File: config.mk
export PLATFORM = sky130hd
export DESIGN_NAME = multicycle_control
export DESIGN_NICKNAME = d
export VERILOG_FILES = /design/src/rtl/multicycle_control.sv
export SDC_FILE = /design/constraint.sdc
export NUM_CORES = 1
export LEC_CHECK = 0
export CORE_UTILIZATION = 53
export DETAILED_ROUTE_END_ITERATION = 7
export PLACE_DENSITY_LB_ADDON = 0.05
export SYNTH_ARGS = -nofsm -noshare
export SYNTH_HDL_FRONTEND = slang
export SYNTH_SLANG_ARGS = --single-unit
File: constraint.sdc
create_clock -name clk -period 4.5 [get_ports clk]
set_input_delay 0.9 -clock clk [delete_from_list [all_inputs] [get_ports clk]]
set_output_delay 0.9 -clock clk [all_outputs]
set_load 0.01 [all_outputs]
File: src/rtl/multicycle_control.sv
// multicycle_control: multi-cycle MIPS main control FSM with memory handshake, JR, trap and retire counter
// Ports:
//   clk, rst_n        clock, asynchronous active-low reset
//   opcode, funct     instruction register fields, sampled in DECODE
//   mem_ready         memory access completes this cycle
//   pc_write .. jal   single-bit datapath strobes
//   alu_src_b, alu_op, pc_source  two-bit datapath selects
//   illegal_op        high while trapped on an unknown opcode
//   state             current state code (debug)
//   retired           count of completed instructions, wraps
module multicycle_control #(
    parameter bit MEM_HANDSHAKE = 1'b1,
    parameter bit ILLEGAL_TRAP = 1'b1,
    parameter int CNT_W = 32
) (
    input  logic             clk,
    input  logic             rst_n,
    input  logic [5:0]       opcode,
    input  logic [5:0]       funct,
    input  logic             mem_ready,
    output logic             pc_write,
    output logic             pc_write_cond,
    output logic             branch_ne,
    output logic             i_or_d,
    output logic             mem_read,
    output logic             mem_write,
    output logic             ir_write,
    output logic             mem_to_reg,
    output logic             reg_dst,
    output logic             reg_write,
    output logic             alu_src_a,
    output logic             jal,
    output logic [1:0]       alu_src_b,
    output logic [1:0]       alu_op,
    output logic [1:0]       pc_source,
    output logic             illegal_op,
    output logic [3:0]       state,
    output logic [CNT_W-1:0] retired
);
    localparam logic [3:0] S_FETCH = 4'd0, S_DECODE = 4'd1, S_MEMADDR = 4'd2, S_MEMRD = 4'd3,
                           S_MEMWB = 4'd4, S_MEMWR = 4'd5, S_EXEC = 4'd6, S_RWB = 4'd7,
                           S_BRANCH = 4'd8, S_JUMP = 4'd9, S_ADDI_EX = 4'd10, S_ADDI_WB = 4'd11,
                           S_JR = 4'd12, S_TRAP = 4'd15;
    localparam logic [5:0] OP_RTYPE = 6'b000000, OP_LW = 6'b100011, OP_SW = 6'b101011,
                           OP_BEQ = 6'b000100, OP_BNE = 6'b000101, OP_ADDI = 6'b001000,
                           OP_J = 6'b000010, OP_JAL = 6'b000011, FN_JR = 6'b001000;
    logic [3:0] st, nx;
    logic [5:0] op_q;
    logic       rdy;
    assign rdy = !MEM_HANDSHAKE || mem_ready;
    assign state = rst_n ? st : 4'd0;
    always_ff @(posedge clk or negedge rst_n) begin
        if (!rst_n) st <= S_FETCH;
        else st <= nx;
    end
    // Later states see only the opcode captured while in DECODE.
    always_ff @(posedge clk or negedge rst_n) begin
        if (!rst_n) begin
            op_q <= 6'd0;
            retired <= '0;
        end else begin
            if (st == S_DECODE) op_q <= opcode;
            if (nx == S_FETCH && st != S_FETCH) retired <= retired + 1'b1;
        end
    end
    always_comb begin
        nx = S_FETCH;
        case (st)
            S_FETCH:   nx = rdy ? S_DECODE : S_FETCH;
            S_DECODE:  nx = (opcode == OP_LW || opcode == OP_SW) ? S_MEMADDR :
                            (opcode == OP_RTYPE) ? (funct == FN_JR ? S_JR : S_EXEC) :
                            (opcode == OP_BEQ || opcode == OP_BNE) ? S_BRANCH :
                            (opcode == OP_ADDI) ? S_ADDI_EX :
                            (opcode == OP_J || opcode == OP_JAL) ? S_JUMP :
                            ILLEGAL_TRAP ? S_TRAP : S_FETCH;
            S_MEMADDR: nx = (op_q == OP_LW) ? S_MEMRD : S_MEMWR;
            S_MEMRD:   nx = rdy ? S_MEMWB : S_MEMRD;
            S_MEMWR:   nx = rdy ? S_FETCH : S_MEMWR;
            S_EXEC:    nx = S_RWB;
            S_ADDI_EX: nx = S_ADDI_WB;
            S_TRAP:    nx = S_TRAP;
            default:   nx = S_FETCH;
        endcase
    end
    always_comb begin
        {pc_write, pc_write_cond, branch_ne, i_or_d, mem_read, mem_write, ir_write,
         mem_to_reg, reg_dst, reg_write, alu_src_a, jal, illegal_op} = '0;
        alu_src_b = 2'b00;
        alu_op = 2'b00;
        pc_source = 2'b00;
        if (rst_n) begin
            case (st)
                S_FETCH: begin
                    mem_read = 1'b1;
                    alu_src_b = 2'b01;
                    ir_write = rdy;
                    pc_write = rdy;
                end
                S_DECODE:  alu_src_b = 2'b11;
                S_MEMADDR: begin
                    alu_src_a = 1'b1;
                    alu_src_b = 2'b10;
                end
                S_MEMRD: begin
                    mem_read = 1'b1;
                    i_or_d = 1'b1;
                end
                S_MEMWB: begin
                    reg_write = 1'b1;
                    mem_to_reg = 1'b1;
                end
                S_MEMWR: begin
                    mem_write = 1'b1;
                    i_or_d = 1'b1;
                end
                S_EXEC: begin
                    alu_src_a = 1'b1;
                    alu_op = 2'b10;
                end
                S_RWB: begin
                    reg_write = 1'b1;
                    reg_dst = 1'b1;
                end
                S_BRANCH: begin
                    alu_src_a = 1'b1;
                    alu_op = 2'b01;
                    pc_write_cond = 1'b1;
                    pc_source = 2'b01;
                    branch_ne = (op_q == OP_BNE);
                end
                S_JUMP: begin
                    pc_write = 1'b1;
                    pc_source = 2'b10;
                    jal = (op_q == OP_JAL);
                    reg_write = (op_q == OP_JAL);
                end
                S_ADDI_EX: begin
                    alu_src_a = 1'b1;
                    alu_src_b = 2'b10;
                end
                S_ADDI_WB: reg_write = 1'b1;
                S_JR: begin
                    pc_write = 1'b1;
                    pc_source = 2'b11;
                end
                S_TRAP:    illegal_op = 1'b1;
                default:   ;
            endcase
        end
    end
endmodule

**Word level (Yosys, flattened, before mapping)**

Index checks and enable logic that the tools add are counted.

- Bitwise logic cells: 0
- Shifts and indexed selects: 0
- Muxes and demuxes: 44
- Order comparisons: 0
- Reduce and logical (&&, ||, !) cells: 14
- Eq/ne operators: 24
- Multiply operators: 0
- Div/mod/pow operators: 0
- $add $sub $neg: 1

Operator list:

| operator | count |
|---|---|
| adder 32 x 1 -> 32 bit, second input constant | 1 |
| one-hot mux 4 bit (8 select lines) | 1 |
| two-way mux 1 bit | 25 |
| == test 4 bit, second input constant | 6 |
| == test 6 x 2 -> 1 bit, second input constant | 3 |
| == test 6 x 3 -> 1 bit, second input constant | 3 |
| == test 6 bit, second input constant | 3 |
| two-way mux 3 bit | 6 |
| == test 4 x 3 -> 1 bit, second input constant | 4 |
| two-way mux 4 bit | 4 |
| == test 6 x 4 -> 1 bit, second input constant | 2 |
| one-hot mux 2 bit (3 select lines) | 2 |
| == test 4 x 2 -> 1 bit, second input constant | 2 |
| zero test 4 bit | 2 |
| OR reduction 2 bit | 4 |
| zero test 6 bit | 1 |
| two-way mux 2 bit | 3 |
| == test 4 x 1 -> 1 bit, second input constant | 1 |
| one-hot mux 1 bit (2 select lines) | 2 |
| one-hot mux 2 bit (2 select lines) | 1 |
| nonzero test 4 bit | 1 |
| OR reduction 4 bit | 1 |
| logical OR 1 bit | 3 |
| OR reduction 3 bit | 1 |
| logical AND 1 bit | 1 |

- Output and inout port bits: 55
- Memories: 0
- Latch bits: 0
- Register bits: 42
- RAM bits: 0
- Bits of input ports: 15
- Memory bits (read-only): 0
- Logic and storage cells: 86

**Longest topological paths before layout**

- Depth in word-level cells: 10
- Depth in mapped cells: 9
- Gate-level depth less buffers: 6

**Least setup slack after synthesis**

OpenSTA, ideal clock, no wires.

- Path type: input to output
- Start: input rst_n
- End: output branch_ne
- Data arrival time: 1.923 ns
- Cell stages on the path: 5
- Path buffers: 1
- Data required time: 3.600 ns
- Slack: 1.677 ns
- Path through: clkbuf_1 nand2_1 nor2_1 nand3b_1 nor3b_1

- Cells in the longest elaborated chain, start to end: 1

RTL lines:

| element | RTL line | source |
|---|---|---|
| start, declared | 17 | `input logic rst_n,` |
| two-way mux 1 bit | 91 | `if (rst_n) begin` |
| end, declared | 23 | `output logic branch_ne,` |

Every way passes these cells.

**Worst setup path in the final report**

Ends and elaborated chain as after synthesis.

==> results by group <==
Run status
  • Outcome: finished, final reports clean

Layout
  • Fillers: 385
  • Most used cells in the layout excluding fill and tap cells: sky130_fd_sc_hd__clkdlybuf4s50_1, sky130_fd_sc_hd__dfrtp_1, sky130_fd_sc_hd__xor2_1, sky130_fd_sc_hd__nor3_1, sky130_fd_sc_hd__nor2_1
  • Final std cell area, no fill: roughly 0.0034 mm^2
  • Share of final-layout standard cells stronger than drive strength 1: between 10% and 20%
  • Antenna Cells: 0
  • Leading cell type in the layout, fill and taps excluded: sky130_fd_sc_hd__clkdlybuf4s50_1
  • Area growth from synthesis to layout: 27.56%
  • Final-stage net count: 350

Route
  • Total detailed-routing wirelength: ~5500 um
  • Post-detailed-route wirelength per cell: about 14 um
  • Routed via count divided by cell count: 5.590
  • Total via count in the routed design: 2247
  • DRT antenna net count: 0
  • First drt pass iteration count: 4
  • Number of remaining DRC errors: 0
  • First DRT Iteration DRCs: 123

Logic synthesis
  • Simple-Gate Fraction of Synth Area: 34.64%
  • Share of async-settable or async-resettable flops after synthesis: between 90% and 100%
  • Syn Std Cell Area: 0.002688 mm^2
  • Number of distinct standard cells referenced by the synthesized netlist: 58
  • Adder and majority cell fraction of the synthesized area: less than 1%
  • Count of flip-flops with a built-in enable after synthesis: 0
  • Net count of the mapped netlist: around 300
  • Part of the Yosys area used for sequential elements: between 30 and 40%
  • Count of warnings emitted by yosys: 0
  • Leading register cell type out of synthesis: sky130_fd_sc_hd__dfrtp_1
  • Cells after synthesis: 276
  • Syn Area/Cell: 9.738 um^2
  • Fraction of the mapped netlist area in compound gates: between 6 and 7%
  • Share of the synthesized netlist area taken by xor and xnor gates: between 10 and 15%
  • Share of synthesized area spent on multiplexers: under 10%
  • Synth Register Bits: 42
  • Largest family of logic cells by synthesized area: simple AND/OR/NAND/NOR gates

Floorplan
  • Initial Util: roughly 56%
  • Floorplan die height: approximately 73 um
  • Core area: approximately 0.0048 mm^2
  • Die Outline Area: about 0.0054 mm^2
  • Site Rows: 25
  • Top Ports: 70
  • Width of the die: approximately 73 um

Job
  • Reported max-cap violation count: 0

Global routing
  • Initial antenna violation count: 0
  • GRT overflow: 0
  • Pin count of the biggest net entering global routing: 33
  • Vias in the first global route: ~2000
  • Total global-route track usage: 22.46%
  • First-pass GRT wire length: approximately 9400 um

Placed design
  • Post-placement cell area: 0.003334 mm^2
  • Post-detail-place hpwl: slightly below 4000 um
  • Number of input and output port buffers inserted: 69
  • Final weighted congestion in routability-driven placement: between 0.8 and 0.9

Timing
  • Slew Limit Fails: 0
  • Setup-violating endpoint count in the final report: 0
  • Final Hold Violating Endpoints: 0
  • RSZ-0062 raised after global routing: no
  • Achievable clock frequency: ~0.29 GHz
  • Transition at the pin with the smallest max-transition slack: ~1.2 ns
  • Max transition margin: 19.42%
  • Ratio of final minimum period to clock period: between 70% and 80%
  • Shortest period the worst path allows: ~3.5 ns
  • Final-layout setup total negative slack: 0 ns
  • Maximum clock skew at final layout: around 0.014 ns

Clock tree
  • Sink count of the clock tree: 42
  • Number of buffers inserted for hold repair after clock tree synthesis: 0
  • Root cell of the clock tree: sky130_fd_sc_hd__clkbuf_8
  • CTS tree: built
  • Resized Gates After CTS: 0
  • Clock tree buffer depth: 2
  • Clock latency on the worst-skew pair: 0.30 ns
  • Number of buffers created by CTS: 5
  • Number of levels in the clock H-tree: 2
  • Number of setup buffers added after CTS: 0
  • Clock transition at the registers of the reported paths: ~0.08 ns

Worst setup path
  • Crit-path max cell delay: around 0.57 ns
  • CP Data Required Time: between 3 and 4 ns
  • Class of the most critical setup path: in -> out
  • Data arrival at the endpoint of the critical path: about 2.6 ns
  • Worst setup SP type: input port
  • Crit. End Element: primary output
  • Largest fanout of any net on the critical path: 23
  • Reg-to-reg slack, setup: ~1.5 ns
  • Sequence of cells on the critical path: buf_2 > nand2_1 > nor2_1 > nand3b_1 > nor3b_1 > clkdlybuf4s50_1
  • Slowest library cell on the worst path: sky130_fd_sc_hd__clkdlybuf4s50_1

Worst hold path
  • Path class of the lowest-slack min-delay path: reg -> reg

Power
  • Static leakage power: approximately 0.0015 uW
  • PnR Total Power: between 1500 and 2000 uW
  • PwrDens: around 450 mW/mm^2
  • Peak ir drop on the vdd network: just under 0.6 mV
==> cell families after synthesis <==
| group | count (synthesis) |
|---|---|
| compound gates | 23 |
| xor+xnor | 34 |
| fa+ha+maj | 1 |
| buf+inv | 25 |
| flops | 42 |
| mux | 7 |
| simple gates | 144 |
==> path summary, 6_finish.rpt <==
kind	start	to	depth (start not counted)
hold / removal	retired[31]	retired[31]	1
setup / recovery	rst_n	branch_ne	6
setup reg to reg	st[2]	retired[1]	6
hold reg to reg	retired[31]	retired[31]	1
min in group asynchronous	rst_n	retired[29]	1
max in group asynchronous	rst_n	retired[11]	2
==> critical path: cells and delay by family <==
family / cells / cell delay (ns)
buffers and inverters: 2 / 0.94
AND/OR/NAND/NOR: 4 / 0.73
==> Yosys cell counts, types with 3 or more instances <==
cell type	n	area, um^2
sky130_fd_sc_hd__a21oi_1	7	35.03
sky130_fd_sc_hd__and2_1	5	31.28
sky130_fd_sc_hd__and3_1	5	31.28
sky130_fd_sc_hd__buf_2	9	45.04
sky130_fd_sc_hd__clkbuf_1	4	15.01
sky130_fd_sc_hd__dfrtp_1	42	1051
sky130_fd_sc_hd__inv_1	6	22.52
sky130_fd_sc_hd__mux2_2	6	67.56
sky130_fd_sc_hd__nand2_1	18	67.56
sky130_fd_sc_hd__nand2b_1	4	25.02
sky130_fd_sc_hd__nand3_1	14	70.07
sky130_fd_sc_hd__nand3b_1	4	30.03
sky130_fd_sc_hd__nand4_1	10	62.56
sky130_fd_sc_hd__nor2_1	21	78.83
sky130_fd_sc_hd__nor3_1	26	130.1
sky130_fd_sc_hd__nor3b_1	3	22.52
sky130_fd_sc_hd__nor4_2	10	125.1
sky130_fd_sc_hd__or2_2	3	18.77
sky130_fd_sc_hd__xnor2_1	5	43.79
sky130_fd_sc_hd__xor2_1	29	254.0
==> per-stage QoR <==
| stage | cells | hold WS [ns] | utilization [%] | setup WS, ns |
|---|---|---|---|---|
| 5_1_grt | 402 | 0.5128 | 71.63 | 0.7855 |
| 3_5_place_dp | 394 | 0.4681 | 69.67 | 0.8642 |
| 6_report | 402 | 0.4737 | 71.63 | 1.028 |
| 2_1_floorplan | 276 | 0.4862 | - | 1.677 |
| 3_3_place_gp | 394 | 0.4559 | 69.67 | 0.9424 |
| 4_1_cts | 402 | 0.4796 | 71.63 | 1.005 |
==> registers in the layout (all words and copies together) (netlist names) <==
signal and flops:
st 4, retired 32, op_q 6
==> power breakdown <==
part | switching [uW] | total [uW] | internal, uW
Combinational | 406 | 724 | 318
Clock | 142 | 254 | 112
Sequential | 138 | 581 | 443
Total | 686 | 1560 | 873
==> routing by layer <==
| metal | share of wire, % | global-route usage [%] |
|---|---|---|
| met4 | 0.69 | 4.575 |
| met5 | 0 | 0 |
| met1 | 49 | 33.30 |
| met2 | 46 | 33.85 |
| met3 | 4.4 | 4.558 |
==> final cells by class <==
| class | instances | area [um^2] | share of cell area, % |
|---|---|---|---|
| Clock buffer | 5 | 68.82 | 2.007 |
| Timing Repair Buffer | 70 | 693.2 | 20.22 |
| Inverter | 6 | 22.52 | 0.6569 |
| Sequential cell | 42 | 1051 | 30.66 |
| Multi-Input combinational cell | 209 | 1484 | 43.28 |
| Clock inverter | 3 | 25.02 | 0.7299 |
| Tap cell | 67 | 83.83 | 2.445 |
Note: power is estimated with default switching activity, not from simulation.
==> RTL change, RTL diff (same settings) <==
Register the output `retired` once more, cleared by the reset; this adds one clock of latency there. The other outputs are not delayed to match.
--- a/src/rtl/multicycle_control.sv
+++ b/src/rtl/multicycle_control.sv
@@ -44,6 +44,8 @@
     localparam logic [5:0] OP_RTYPE = 6'b000000, OP_LW = 6'b100011, OP_SW = 6'b101011,
                            OP_BEQ = 6'b000100, OP_BNE = 6'b000101, OP_ADDI = 6'b001000,
                            OP_J = 6'b000010, OP_JAL = 6'b000011, FN_JR = 6'b001000;
+
+    logic [CNT_W-1:0] retired_s0;
     logic [3:0] st, nx;
     logic [5:0] op_q;
     logic       rdy;
@@ -57,10 +59,10 @@
     always_ff @(posedge clk or negedge rst_n) begin
         if (!rst_n) begin
             op_q <= 6'd0;
-            retired <= '0;
+            retired_s0 <= '0;
         end else begin
             if (st == S_DECODE) op_q <= opcode;
-            if (nx == S_FETCH && st != S_FETCH) retired <= retired + 1'b1;
+            if (nx == S_FETCH && st != S_FETCH) retired_s0 <= retired_s0 + 1'b1;
         end
     end
     always_comb begin
@@ -148,5 +150,13 @@
             endcase
         end
     end
+    always_ff @(posedge clk or negedge rst_n) begin
+        if (!rst_n) begin
+            retired <= '0;
+        end else begin
+            retired <= retired_s0;
+        end
+    end
+
 endmodule
 
Behaviour: not the same (Yosys sat finds a counterexample within 4 cycles, from zero or initial values and one cycle with rst_n low).
==> RTL change against the original RTL <==
- synthesized area increased by 29%
- combinational power increased by 21%
- setup slack got worse by 0.13 ns
- highest routed layer unchanged
- utilization decreased by 1.9 points
- design area increased by 28%
- total power increased by 48%
- sequential cell count increased by 32
- routed wire length increased by 27%
==> RTL change: results (changes against the original RTL) <==
Status
  • Status: completed

Yosys
  • Top cells by count, synth: dfrtp_1 (74), nand4_1 (21), xor2_1 (19)
  • Share of the synthesized area in compound gates (AO/OA/AOI/OAI): 4.552% (-1.5 points)
  • Library cells used by synthesis: 52 (-10%)
  • Adder-cell area share of the yosys netlist: 0.3613% (-0.10 points)
  • Multiplexer share of the synthesized area: 2.565% (-0.37 points)
  • Sequential-to-total area share from yosys stat: 53.47% (+14 points)

Global route
  • First-pass GRT wire length: 11.65 mm (+24%)
  • Vias in the first global route: 2350 (+18%)

Cells and area
  • Nonclk buf count: 74 (+5.7%)
  • Largest regs: retired (32), retired_s0 (32), op_q (6)
  • Layout cells sized above 1: 10.42% (-1.8 points)
  • Fillcell total: 474 (+23%)
  • Fraction of area in registers: 42.05% (+11 points)

Detailed routing
  • Vias/cell: 5.705 (+2.1%)
  • DR iter-0 viols: 211 (+72%)

Die
  • Tap cell count: 77 (+15%)

Place
  • Pre-CTS setup slack: 0.5833 ns (-0.2809 ns)
  • Detailed Place HPWL: 4.695 mm (+18%)

Timing
  • Period utilization: 79.99% (+2.8 points)
  • Slew margin rel.: 49.55% (+30 points)
  • Worst Skew: 0.01015 ns (-0.003728 ns)

Power
  • Peak VDD IR: 0.0004594 V (-20%)
  • Combinational cell power: 879 µW (+21%)
  • Leak Pwr: 1.943 nW (+31%)
  • Sw power: 938.4 µW (+37%)

Clock tree
  • Clock latency on the worst-skew pair: 0.35 ns (+0.05 ns)
==> RTL change: cell types whose count changed after synthesis, sizes merged, moves of 8 or more <==
| cell | change |
|---|---|
| xor2 | -10 |
| dfrtp | +32 |
| nand4 | +11 |
| buf | -8 |
| xnor2 | +9 |
| nor3 | -9 |
==> RTL change: worst paths after layout <==
path,start,endpoint,depth (start not counted)
worst max-delay path,rst_n,pc_write,6
worst min-delay path,retired_s0[31]$_DFFE_PN0P_,retired[31]$_DFF_PN0_,0
worst max register to register,st[0]$_DFF_PN0_,retired_s0[5]$_DFFE_PN0P_,7
worst min register to register,retired_s0[31]$_DFFE_PN0P_,retired[31]$_DFF_PN0_,0
max in group asynchronous,rst_n,retired[23]$_DFF_PN0_,2
min in group asynchronous,rst_n,st[2]$_DFF_PN0_,2
==> RTL change: metal layers <==
metal,GRT usage [%],vias to the layer above,wire (µm)
met5,0,-,0
met4,8.307,0,87
met3,5.268,8,388
met2,28.54,86,3051
met1,33.06,1283,3476
li1,-,1253,-
